<file path="src/rtl/ps2_key_tracker_pkg.sv">
// ----------------------------------------------------------------------------
// ps2_key_tracker_pkg
// Shared definitions for the PS/2 key tracker:
//   - PS/2 prefix bytes (extended E0, break F0)
//   - 2-bit parser state encodings
//   - default arrow-key scancodes and the packed default key table
//   - the parsed-code record handed from the parser to the key-state logic
// ----------------------------------------------------------------------------
package ps2_key_tracker_pkg;

    localparam logic [7:0] PS2_EXT = 8'hE0;
    localparam logic [7:0] PS2_BRK = 8'hF0;

    // Parser states
    localparam logic [1:0] ST_IDLE    = 2'd0;  // waiting for a new sequence
    localparam logic [1:0] ST_EXT     = 2'd1;  // E0 seen
    localparam logic [1:0] ST_BRK     = 2'd2;  // F0 seen
    localparam logic [1:0] ST_EXT_BRK = 2'd3;  // E0 F0 seen

    // Default arrow-key codes, {prefix, byte}
    localparam logic [15:0] KEY_LEFT  = 16'hE06B;
    localparam logic [15:0] KEY_DOWN  = 16'hE072;
    localparam logic [15:0] KEY_RIGHT = 16'hE074;
    localparam logic [15:0] KEY_UP    = 16'hE075;

    // Entry i lives in bits [16i+15:16i]: 0 left, 1 down, 2 right, 3 up.
    localparam logic [63:0] DEFAULT_KEY_CODES = {KEY_UP, KEY_RIGHT, KEY_DOWN, KEY_LEFT};

    // One completed scancode as seen by the key-state logic.
    typedef struct packed {
        logic        done;      // a full make or break code finished this cycle
        logic        is_break;  // 1 = break (release), 0 = make (press)
        logic [15:0] code;      // {prefix, byte}
    } parsed_t;

    function automatic logic is_prefix(input logic [7:0] b);
        return (b == PS2_EXT) || (b == PS2_BRK);
    endfunction

endpackage

</file>
<file path="src/rtl/ps2_code_match.sv">
// ----------------------------------------------------------------------------
// ps2_code_match
// Combinational lookup of a 16-bit scancode in the tracked-key table.
// Ports:
//   code  in  16        completed code, {prefix, byte}
//   match out NUM_KEYS  one-hot; lowest matching index wins
//   hit   out 1         code matched at least one entry
// ----------------------------------------------------------------------------
module ps2_code_match
    import ps2_key_tracker_pkg::*;
#(
    parameter int                      NUM_KEYS  = 4,
    parameter logic [16*NUM_KEYS-1:0]  KEY_CODES = DEFAULT_KEY_CODES
) (
    input  logic [15:0]         code,
    output logic [NUM_KEYS-1:0] match,
    output logic                hit
);

    // NOTE: every output of an always_comb gets a default first so no path
    // leaves it unassigned, which would otherwise infer a latch.
    always_comb begin
        match = '0;
        hit   = 1'b0;
        // Scan from the top down so the lowest matching index is written last;
        // duplicate entries above the first match can never be selected.
        for (int i = NUM_KEYS - 1; i >= 0; i--) begin
            if (code == KEY_CODES[16*i +: 16]) begin
                match    = '0;
                match[i] = 1'b1;
                hit      = 1'b1;
            end
        end
    end

endmodule

</file>
<file path="src/rtl/ps2_key_tracker.sv">
// ----------------------------------------------------------------------------
// ps2_key_tracker
// Parses the PS/2 byte stream (E0 extended / F0 break prefixes) and keeps a
// held flag per tracked key, with one-cycle make/break pulses.
// Ports:
//   clk          in   1         system clock, rising edge
//   rst          in   1         synchronous active-high reset
//   data         in   8         received scancode byte
//   valid        in   1         one-cycle strobe qualifying data
//   pressed      out  NUM_KEYS  held flag per key
//   make_pulse   out  NUM_KEYS  pulse on released->held
//   break_pulse  out  NUM_KEYS  pulse on held->released
//   any_pressed  out  1         OR of pressed
//   last_code    out  16        most recently completed code, {prefix, byte}
//   seq_err      out  1         pulse on malformed sequence or timeout
// All outputs are registered.
// ----------------------------------------------------------------------------
module ps2_key_tracker
    import ps2_key_tracker_pkg::*;
#(
    parameter int                      NUM_KEYS       = 4,
    parameter logic [16*NUM_KEYS-1:0]  KEY_CODES      = DEFAULT_KEY_CODES,
    parameter int                      TIMEOUT_CYCLES = 1024
) (
    input  logic                clk,
    input  logic                rst,
    input  logic [7:0]          data,
    input  logic                valid,
    output logic [NUM_KEYS-1:0] pressed,
    output logic [NUM_KEYS-1:0] make_pulse,
    output logic [NUM_KEYS-1:0] break_pulse,
    output logic                any_pressed,
    output logic [15:0]         last_code,
    output logic                seq_err
);

    localparam int              CNT_W    = (TIMEOUT_CYCLES > 1) ? $clog2(TIMEOUT_CYCLES) : 1;
    localparam logic [CNT_W-1:0] CNT_LAST = CNT_W'(TIMEOUT_CYCLES - 1);

    logic [1:0]          state, state_nxt;
    logic [CNT_W-1:0]    idle_cnt;
    logic                timeout_hit;
    logic                err_nxt;
    parsed_t             parsed;
    logic [NUM_KEYS-1:0] match;
    logic                hit;
    logic [NUM_KEYS-1:0] pressed_nxt, make_nxt, break_nxt;

    // The abort fires on the idle cycle that would bring the counter to
    // TIMEOUT_CYCLES-1; a valid byte in that same cycle takes precedence.
    assign timeout_hit = (state != ST_IDLE) && !valid && ((idle_cnt + CNT_W'(1)) == CNT_LAST);

    // ---------------------------------------------------------------- parser
    always_comb begin
        state_nxt = state;
        err_nxt   = 1'b0;
        parsed    = '0;
        if (valid) begin
            case (state)
                ST_IDLE: begin
                    if (data == PS2_EXT)      state_nxt = ST_EXT;
                    else if (data == PS2_BRK) state_nxt = ST_BRK;
                    else                      parsed = '{done: 1'b1, is_break: 1'b0, code: {8'h00, data}};
                end
                ST_EXT: begin
                    // A repeated E0 is harmless; stay and wait for the key byte.
                    if (data == PS2_BRK)      state_nxt = ST_EXT_BRK;
                    else if (data != PS2_EXT) begin
                        parsed    = '{done: 1'b1, is_break: 1'b0, code: {PS2_EXT, data}};
                        state_nxt = ST_IDLE;
                    end
                end
                ST_BRK: begin
                    state_nxt = ST_IDLE;
                    if (is_prefix(data)) err_nxt = 1'b1;
                    else                 parsed  = '{done: 1'b1, is_break: 1'b1, code: {8'h00, data}};
                end
                default: begin  // ST_EXT_BRK
                    state_nxt = ST_IDLE;
                    if (is_prefix(data)) err_nxt = 1'b1;
                    else                 parsed  = '{done: 1'b1, is_break: 1'b1, code: {PS2_EXT, data}};
                end
            endcase
        end else if (timeout_hit) begin
            state_nxt = ST_IDLE;
            err_nxt   = 1'b1;
        end
    end

    // ----------------------------------------------------------- key lookup
    ps2_code_match #(
        .NUM_KEYS  (NUM_KEYS),
        .KEY_CODES (KEY_CODES)
    ) u_match (
        .code  (parsed.code),
        .match (match),
        .hit   (hit)
    );

    // Repeats of an already-held key and breaks of a released key change
    // nothing, so the pulses are the match masked by the current state.
    always_comb begin
        pressed_nxt = pressed;
        make_nxt    = '0;
        break_nxt   = '0;
        if (parsed.done && hit) begin
            if (parsed.is_break) begin
                break_nxt   = match & pressed;
                pressed_nxt = pressed & ~match;
            end else begin
                make_nxt    = match & ~pressed;
                pressed_nxt = pressed | match;
            end
        end
    end

    // -------------------------------------------------------------- registers
    // NOTE: state is written with non-blocking assignments so every register
    // samples the pre-edge values and update order inside the block is irrelevant.
    always_ff @(posedge clk) begin
        if (rst) begin
            state       <= ST_IDLE;
            idle_cnt    <= '0;
            pressed     <= '0;
            make_pulse  <= '0;
            break_pulse <= '0;
            any_pressed <= 1'b0;
            last_code   <= 16'h0000;
            seq_err     <= 1'b0;
        end else begin
            state <= state_nxt;
            if (valid || state == ST_IDLE || timeout_hit) idle_cnt <= '0;
            else                                          idle_cnt <= idle_cnt + CNT_W'(1);
            pressed     <= pressed_nxt;
            make_pulse  <= make_nxt;
            break_pulse <= break_nxt;
            any_pressed <= |pressed_nxt;
            seq_err     <= err_nxt;
            if (parsed.done) last_code <= parsed.code;
        end
    end

endmodule

</file>
<file path="config.mk">
export PLATFORM = sky130hd
export DESIGN_NAME = ps2_key_tracker
export DESIGN_NICKNAME = d
export VERILOG_FILES = /design/src/rtl/ps2_key_tracker_pkg.sv /design/src/rtl/ps2_code_match.sv /design/src/rtl/ps2_key_tracker.sv
export SDC_FILE = /design/constraint.sdc
export NUM_CORES = 1
export LEC_CHECK = 0
export ABC_AREA = 1
export CORE_MARGIN = 5
export CORE_UTILIZATION = 45
export CTS_BUF_LIST = sky130_fd_sc_hd__clkbuf_4
export DETAILED_ROUTE_END_ITERATION = 16
export GPL_TIMING_DRIVEN = 0
export MAX_ROUTING_LAYER = met4
export PLACE_DENSITY_LB_ADDON = 0.05
export SYNTH_ARGS = -nofsm -noshare
export SYNTH_HDL_FRONTEND = slang
export SYNTH_HIERARCHICAL = 1
export SYNTH_SLANG_ARGS = --single-unit
</file>
<file path="constraint.sdc">
create_clock -name clk -period 3 [get_ports clk]
set_input_delay 0.6 -clock clk [delete_from_list [all_inputs] [get_ports clk]]
set_output_delay 0.6 -clock clk [all_outputs]
set_load 0.03 [all_outputs]
</file>
==> results of run 1 <==
-- final cells by class --
type                       instances  share of cell area, %
buffer                            12                   3.34
clock buffer                       5                   1.62
tap                               50                   2.69
multi-input combinational        195                   39.8
timing repair buffer              34                   14.5
clock inverter                     3                  0.862
inverter                          43                   6.95
sequential                        35                   30.2
-- cell usage in the layout, fill, tap and decap left out, drive strengths merged --
cell            n
inv            43
a31oi           1
buf            11
clkbuf          7
xnor2           1
o21ai           4
nand2          84
dfxtp          35
nand3b          2
clkinv          1
nand4           1
a21oi          14
clkdlybuf4s50  33
nor4            1
clkinvlp        2
conb           10
ha              2
nor3            9
nand3          13
nor2           53
-- cells by family after synthesis --
logic type	share of synthesized area [%]
compound gates	5.32
xor+xnor	0.484
fa+ha+maj	1.38
buf+inv	13.2
flops	38.7
other cells	0.207
simple gates	40.7
-- per-layer routing --
| metal | vias up | track usage (%) | part of all wire (%) |
|---|---|---|---|
| met5 | - | - | 0 |
| met4 | 0 | 5.43 | 1.4 |
| met3 | 7 | 4.10 | 4.8 |
| met2 | 30 | 27.1 | 48 |
| met1 | 713 | 19.5 | 45 |
| li1 | 919 | - | - |
-- final timing paths --
| kind | start | endpoint | slack [ns] | cells after the start |
|---|---|---|---|---|
| worst min-delay path | pressed[2] | make_pulse[2] | 0.45 | 1 |
| worst max-delay path | data[3] | any_pressed | 0.27 | 19 |
| worst min register to register | pressed[2] | make_pulse[2] | 0.45 | 1 |
| worst max register to register | state[0] | any_pressed | 1.03 | 13 |
-- worst reg2reg max path, cell delays in order, from the launching register on --
cell and delay [ns]:
dfxtp_1 0.39, inv_1 0.09, nor2_1 0.20, nand2_1 0.09, nor2_2 0.15, nand2_4 0.09
nor2_2 0.14, nor2_1 0.06, nand2_1 0.10, nand2_1 0.11, nor2_1 0.13, nand2_1 0.05
o21ai_0 0.12, a31oi_1 0.13
-- registers in the layout (all words and copies together), names as in the netlist --
register	cells
break_pulse	4
make_pulse	4
seq_err	1
idle_cnt	10
pressed	4
last_code	9
any_pressed	1
state	2
-- power groups by stage --
stage / clock network, mW / registers (mW) / logic, mW
final: 0.254 / 0.480 / 0.126
after global routing: 0.289 / 0.481 / 0.141
after CTS: 0.269 / 0.480 / 0.124
after detailed placement: 0 / 0.490 / 0.124
after global placement: 0 / 0.490 / 0.123
after floorplan: 0 / 0.502 / 0.0716
-- metrics by stage --
step	cells	setup WS, ns	util [%]	hold slack, ns	instance area, um2
floorplan	285	0.502	-	0.440	1840
global placement	368	-0.307	56.7	0.437	2240
detailed placement	368	-0.293	56.7	0.438	2240
CTS	376	0.0834	58.2	0.457	2290
global route	377	0.0167	58.9	0.477	2320
finish	377	0.271	58.9	0.453	2320
-- what timing repair did --
item,in CTS,in global routing
setup buffers,0,1
resized for setup,0,5
endpoints found under the hold margin,0,0
hold buffers,0,0
setup endpoints to repair,0,13
==> impl_metrics.toml, run 1 <==
[run_status]
status = "complete, no violations"

[cts]
htree_num_levels = 2
cts_max_path_buffers = 2
cts_buffers = 5
clock_sinks = 35
cts_root_buffer = "clkbuf_4"
clock_latency_ns = 0.34
clk_pin_slew_ns = 0.11
cts_tree = "done"

[worst_setup_path]
required_ns = 3.22
crit_path_frequent_cell = "nand2_1"
cp-start-kind = "input pin"
cpPeakStageDelay_ns = 0.48
path_class = "in -> reg"
worstPathArrival_ns = 2.95
crit_path_end_kind = "register"
critPathBufInv = 3
crit_chain = "clkdlybuf4s50_1 > nor2_1 > nand2_1 > nor2_1 > nor2_4 > inv_2 > buf_2 > nor2_4 > nand2_2 > nor2_4 > nand2_1 > nor2_2 > nor2_1 > nand2_1 > nand2_1 > nor2_1 > nand2_1 > o21ai_0 > a31oi_1"
crit_fanout = 10
critPathSlowestCell = "clkdlybuf4s50_1"
critPathTopFamily = "simple AND/OR/NAND/NOR gates"

[logic_synthesis]
async_flop_share_pct = 0
synth-edff-count = 0
synthTopCellsByCount = "nand2_1, nor2_1, inv_1"
synthCells = 276
synth-seq-cells = 35
synth.top_cell.area_share_pct = 38.7
yosys.cell_types.count = 25
syn_area_um2 = 1810
synth.avg_cell_area_um2 = 6.56
synthTopCellsByArea = "dfxtp_1, nand2_1, nor2_1"
yosys_warnings = 6
synth.most_common_cell = "nand2_1"
yosysSeqAreaShare_pct = 38.7
synthFlopType = "dfxtp_1"
synth_area_leader_cell = "dfxtp_1"

[global_route]
grt_pass1_wl_mm = 6.81
globalRouteOverflowTotal = 0
grt_pass1_vias = 1620
antenna_found_initial = 0
grt_use_total_pct = 16.4
grt_max_degree = 13

[die]
fp.dieW_um = 73.4
initial_core_util_pct = 45.9
core_area_um2 = 3940
die-area_um2 = 5390
die_h_um = 73.4
io_pins = 41
rows = 23

[final_layout]
drive_above_1_share_pct = 14.4
fillers = 431
multi_input_area_um2 = 925
area_delta_synth_final_pct = 28.3
nets = 339
diodes = 0
regArea_um2 = 701

[power]
seq_power_share_pct = 55.8
powerDensity_nw_per_um2 = 370
ir_drop_uv = 290
p_int_mw = 0.612
p_switching_mw = 0.248
p_total_mw = 0.860
pwr-share-clk_pct = 29.5
comb_power_share_pct = 14.7
p_sw_share_pct = 28.8
p_leak_nw = 0.973

[flow_run]
drv_cap = 0

[timing]
setup_viol = 0
fin_setup_tns_ns = 0
skew_ns = 0.00274
fmax_mhz = 366
drv_slew = 0
rsz0062_at_grt = "no"
final_hold_viol_count = 0
fin_crit_sh_pct = 91.0
fin_crit_ns = 2.73

[detailed_routing]
vias_per_cell = 4.43
first_iter_violations = 88
vias = 1669
drt_first_pass_iters = 4
drc = 0
wl_mm = 3.75
ant_nets = 0
wl_per_cell_um = 9.94

[worst_hold_path]
hold_class = "reg -> reg"

[placed_design]
hpwl_mm = 2.99
portBuffers = 33
gp_routability_congestion = 0.773
Note: power is estimated with default switching activity, not from simulation.
==> inputs of run 2 (changes only) <==
==> constraint.sdc (replaced) <==
create_clock -name clk -period 3 [get_ports clk]
set_input_delay 0.75 -clock clk [delete_from_list [all_inputs] [get_ports clk]]
set_output_delay 0.75 -clock clk [all_outputs]
set_load 0.03 [all_outputs]
==> impl_metrics.toml, run 2 (same netlist as run 1, synthesis figures left out) <==
[timing]
fmax_mhz = 359
fin_crit_ns = 2.78
setup_viol = 0
skew_ns = 0.00315
drv_slew = 0
fin_crit_sh_pct = 92.7
final_hold_viol_count = 0

[final_layout]
reg_top3 = "idle_cnt: 10 flops, last_code: 9 flops"
nets = 342
area_delta_synth_final_pct = 30.2
fin_area_um2 = 2360
drive_above_1_share_pct = 17.0
diodes = 0
largest_reg_flops = 10
top_register = "idle_cnt"
fin_util_pct = 59.8
fin_cells = 380
fillers = 426
final_common_cell = "nand2_1"
final_cell_mix = "nand2_1, inv_1, nor2_1, dfxtp_1, clkdlybuf4s50_1"
regArea_um2 = 701
multi_input_area_um2 = 935

[worst_hold_path]
hold_class = "reg -> reg"
holdPathStages = 1

[detailed_routing]
ant_nets = 0
drt_first_pass_iters = 4
vias = 1700
drc = 0
vias_per_cell = 4.47
wl_per_cell_um = 10.0
wl_mm = 3.81
first_iter_violations = 116

[power]
p_leak_nw = 0.987
seq_power_share_pct = 55.5
p_switching_mw = 0.251
pwr-share-clk_pct = 29.6
ir_drop_uv = 285
powerDensity_nw_per_um2 = 366
p_sw_share_pct = 29.0
p_int_mw = 0.613
comb_power_share_pct = 14.9

[die]
fp.dieW_um = 73.4
die_h_um = 73.4
core_area_um2 = 3940
die-area_um2 = 5390
initial_core_util_pct = 45.9
io_pins = 41
rows = 23

[worst_setup_path]
cp-start-kind = "input pin"
worstPathArrival_ns = 3.00
worstRegToRegCells = 13
critPathSlowestCell = "clkdlybuf4s50_1"
crit_fanout = 10
crit_path_end_kind = "register"
crit_chain = "clkdlybuf4s50_1 > nor2_1 > nand2_1 > nor2_2 > nor2_2 > inv_2 > clkbuf_4 > nor2_4 > nand2_1 > nor2_1 > nand2_1 > nor2_2 > nor2_1 > nand2_1 > nand2_2 > nor2_2 > nand2_1 > o21ai_1 > a31oi_1"
cpPeakStageDelay_ns = 0.47
crit_path_frequent_cell = "nand2_1"
required_ns = 3.22
path_class = "in -> reg"

[placed_design]
placed_cells = 368
place_area_um2 = 2240
hpwl_mm = 2.99
portBuffers = 33
gp_routability_congestion = 0.773

[cts]
clock_latency_ns = 0.34
htree_num_levels = 2
cts_root_buffer = "clkbuf_4"
clk_pin_slew_ns = 0.11
clock_sinks = 35
cts_max_path_buffers = 2
cts_tree = "done"
cts_buffers = 5

[global_route]
grt_use_total_pct = 16.5
grt_pass1_vias = 1630
grt_max_degree = 13
globalRouteOverflowTotal = 0
grt_pass1_wl_mm = 6.84
antenna_found_initial = 0

[run_status]
status = "complete, no violations"

[flow_run]
drv_cap = 0
run 2: cell count changes in the layout (fill, tap and decap cells not counted), moves of 2 or more:
cell,previous run,this run
o21ai_1,0,3
buf_4,9,12
nand2_2,5,7
nand2_1,78,76
nor2_1,39,35
o21ai_0,4,1
nor2_2,9,14
run 2: timing repair:
action,CTS,global route
pin swaps,1,6
gates resized for setup,0,14
setup buffers,1,3
setup endpoints to repair,7,13
hold buffers,0,0
run 2: critical path: cells and delay by family:
kind,cells,cell delay (ns)
buf+inv,3,0.71
simple gates,14,1.30
compound gates,2,0.23
run 2: cell type report:
class / count / share of cell area, %
inverters: 43 / 6.85
plain buffers: 12 / 3.40
clock buffers: 5 / 1.59
multi-input cells: 195 / 39.6
flip-flops and latches: 35 / 29.7
repair buffers: 37 / 15.3
clock inverters: 3 / 0.849
well taps: 50 / 2.65
run 2: power by group through the flow:
| stage | Clock, mW | Combinational [mW] | Sequential (mW) |
|---|---|---|---|
| after floorplan | 0 | 0.0716 | 0.502 |
| after global placement | 0 | 0.123 | 0.490 |
| after detailed placement | 0 | 0.124 | 0.490 |
| after CTS | 0.269 | 0.125 | 0.480 |
| after global routing | 0.289 | 0.143 | 0.481 |
| final | 0.256 | 0.128 | 0.479 |
run 2: metrics by stage:
stage                     total power [mW]  hold WS, ns  worst slack [ns]  setup TNS (ns)
final                                0.864        0.454             0.218               0
after global routing                 0.913        0.477           -0.0333         -0.0333
after CTS                            0.874        0.457            0.0514               0
after detailed placement             0.614        0.438            -0.443           -4.71
after global placement               0.613        0.437            -0.457           -4.75
after floorplan                      0.574        0.440             0.352               0
run 2: worst paths after layout:
| path | startpoint | end | slack (ns) |
|---|---|---|---|
| max | data[0] | any_pressed | 0.22 |
| min | pressed[2] | make_pulse[2] | 0.45 |
| max reg2reg | state[0] | any_pressed | 1.09 |
| min reg2reg | pressed[2] | make_pulse[2] | 0.45 |
run 2: metal layers:
metal  routed length [um]  up-vias  track usage, %
met1                 1710      734            19.6
met2                 1850       36            27.2
met5                    0        -               -
li1                     -      923               -
met3                  197        7            4.10
met4                   54        0            5.43
==> inputs of run 3 (changes only) <==
CTS_BUF_LIST = not set   (was sky130_fd_sc_hd__clkbuf_4)
==> impl_metrics.toml, run 3 (same netlist as run 1, synthesis figures left out) <==
[run_status]
status = "complete, no violations"

[detailed_routing]
first_iter_violations = 85
vias_per_cell = 4.47
wl_mm = 3.78
wl_per_cell_um = 9.94
drc = 0
ant_nets = 0
vias = 1699
drt_first_pass_iters = 5

[placed_design]
hpwl_mm = 2.99
place_area_um2 = 2240
portBuffers = 33
gp_routability_congestion = 0.773

[global_route]
antenna_found_initial = 0
grt_use_total_pct = 16.3
grt_pass1_vias = 1620
grt_max_degree = 13
globalRouteOverflowTotal = 0
grt_pass1_wl_mm = 6.77

[worst_setup_path]
crit_path_end_kind = "register"
reg2reg_to = "any_pressed"
critPathSlowestCell = "clkdlybuf4s50_1"
worstRegToRegCells = 13
crit_chain = "clkdlybuf4s50_1 > nor2_1 > nand2_1 > nor2_2 > nor2_2 > inv_2 > buf_4 > nor2_4 > nand2_1 > nor2_1 > nand2_1 > nor2_2 > nor2_1 > nand2_1 > nand2_2 > nor2_2 > nand2_1 > o21ai_2 > a31oi_1"
worstPathArrival_ns = 2.96
r2r_start = "state[0]"
crit_path_frequent_cell = "nand2_1"
rrSetupSlack_ns = 1.11
cp-start-kind = "input pin"
required_ns = 3.16
path_class = "in -> reg"
crit_fanout = 10
cpPeakStageDelay_ns = 0.47

[final_layout]
fin_area_um2 = 2410
largest_reg_flops = 10
area_delta_synth_final_pct = 33.0
fin_util_pct = 61.1
final_common_cell = "nand2_1"
nets = 342
top_register = "idle_cnt"
drive_above_1_share_pct = 18.2
fillers = 414
diodes = 0
final_cell_mix = "nand2_1, inv_1, nor2_1, dfxtp_1, clkdlybuf4s50_1"
reg_top3 = "idle_cnt: 10 flops, last_code: 9 flops"

[timing]
fin_setup_tns_ns = 0
drv_slew = 0
final_hold_viol_count = 0
rsz0062_at_grt = "yes"
skew_ns = 0.00326
fin_crit_ns = 2.80
fmax_mhz = 358
holdWs_ns = 0.448
setup_viol = 0
fin_crit_sh_pct = 93.2

[cts]
clk_pin_slew_ns = 0.07
cts_tree = "done"
clock_latency_ns = 0.29
clock_sinks = 35
cts_max_path_buffers = 2
hold_buffers = 0
htree_num_levels = 2
cts_root_buffer = "clkbuf_8"
cts_buffers = 5

[die]
fp.dieW_um = 73.4
die_h_um = 73.4
initial_core_util_pct = 45.9
rows = 23
core_area_um2 = 3940
die-area_um2 = 5390
io_pins = 41

[power]
powerDensity_nw_per_um2 = 393
p_leak_nw = 1.00
ir_drop_uv = 303

[worst_hold_path]
min_from = "pressed[2]"
hold_class = "reg -> reg"
holdPathStages = 1
min_to = "make_pulse[2]"

[flow_run]
drv_cap = 0
-- run 3: how the worst max path moves through the flow --
stage	from	to	slack, ns	cells after the start
final	data[0]	any_pressed	0.20	19
after global routing	data[3]	make_pulse[3]	-0.03	18
after CTS	data[3]	any_pressed	0.05	19
after detailed placement	data[2]	any_pressed	-0.44	19
after global placement	data[2]	any_pressed	-0.46	19
after floorplan	valid	any_pressed	0.35	17
-- run 3: through the flow --
stage,worst slack (ns),power (mW),cells
after floorplan,0.352,0.574,285
after global placement,-0.457,0.613,368
after detailed placement,-0.443,0.614,368
after CTS,0.0503,0.954,377
after global routing,-0.0308,0.994,380
final,0.204,0.945,380
-- run 3: power by group --
part           internal [mW]  total, mW  switching, mW
combinational         0.0494      0.128         0.0791
clock                  0.161      0.338          0.176
sequential             0.474      0.479        0.00550
total                  0.685      0.945          0.261
-- run 3: what timing repair did --
action	in CTS	in global routing
resized for setup	1	20
cloned	0	0
setup endpoints to repair	12	13
pin swaps	1	6
buffers inserted	1	3
-- run 3: critical path: cells and delay by family --
family          cells  cell delay, ns
compound gates      2            0.17
buf+inv             3            0.69
simple gates       14            1.35
-- run 3: area by class of cell --
cell class                 instances  area, um2  share of cell area [%]
clock inverter                     3       20.0                   0.831
timing repair buffer              37        360                    15.0
inverter                          43        161                    6.70
multi-input combinational        195        955                    39.6
tap                               50       62.6                    2.60
buffer                            12       80.1                    3.32
clock buffer                       5       68.8                    2.86
sequential                        35        701                    29.1
-- run 3: routing by layer --
metal | wire [um] | GRT usage (%) | share of wire, %
met5 | 0 | - | 0
met4 | 59 | 5.43 | 1.6
met3 | 198 | 4.10 | 5.2
met2 | 1830 | 26.7 | 49
met1 | 1690 | 19.5 | 45
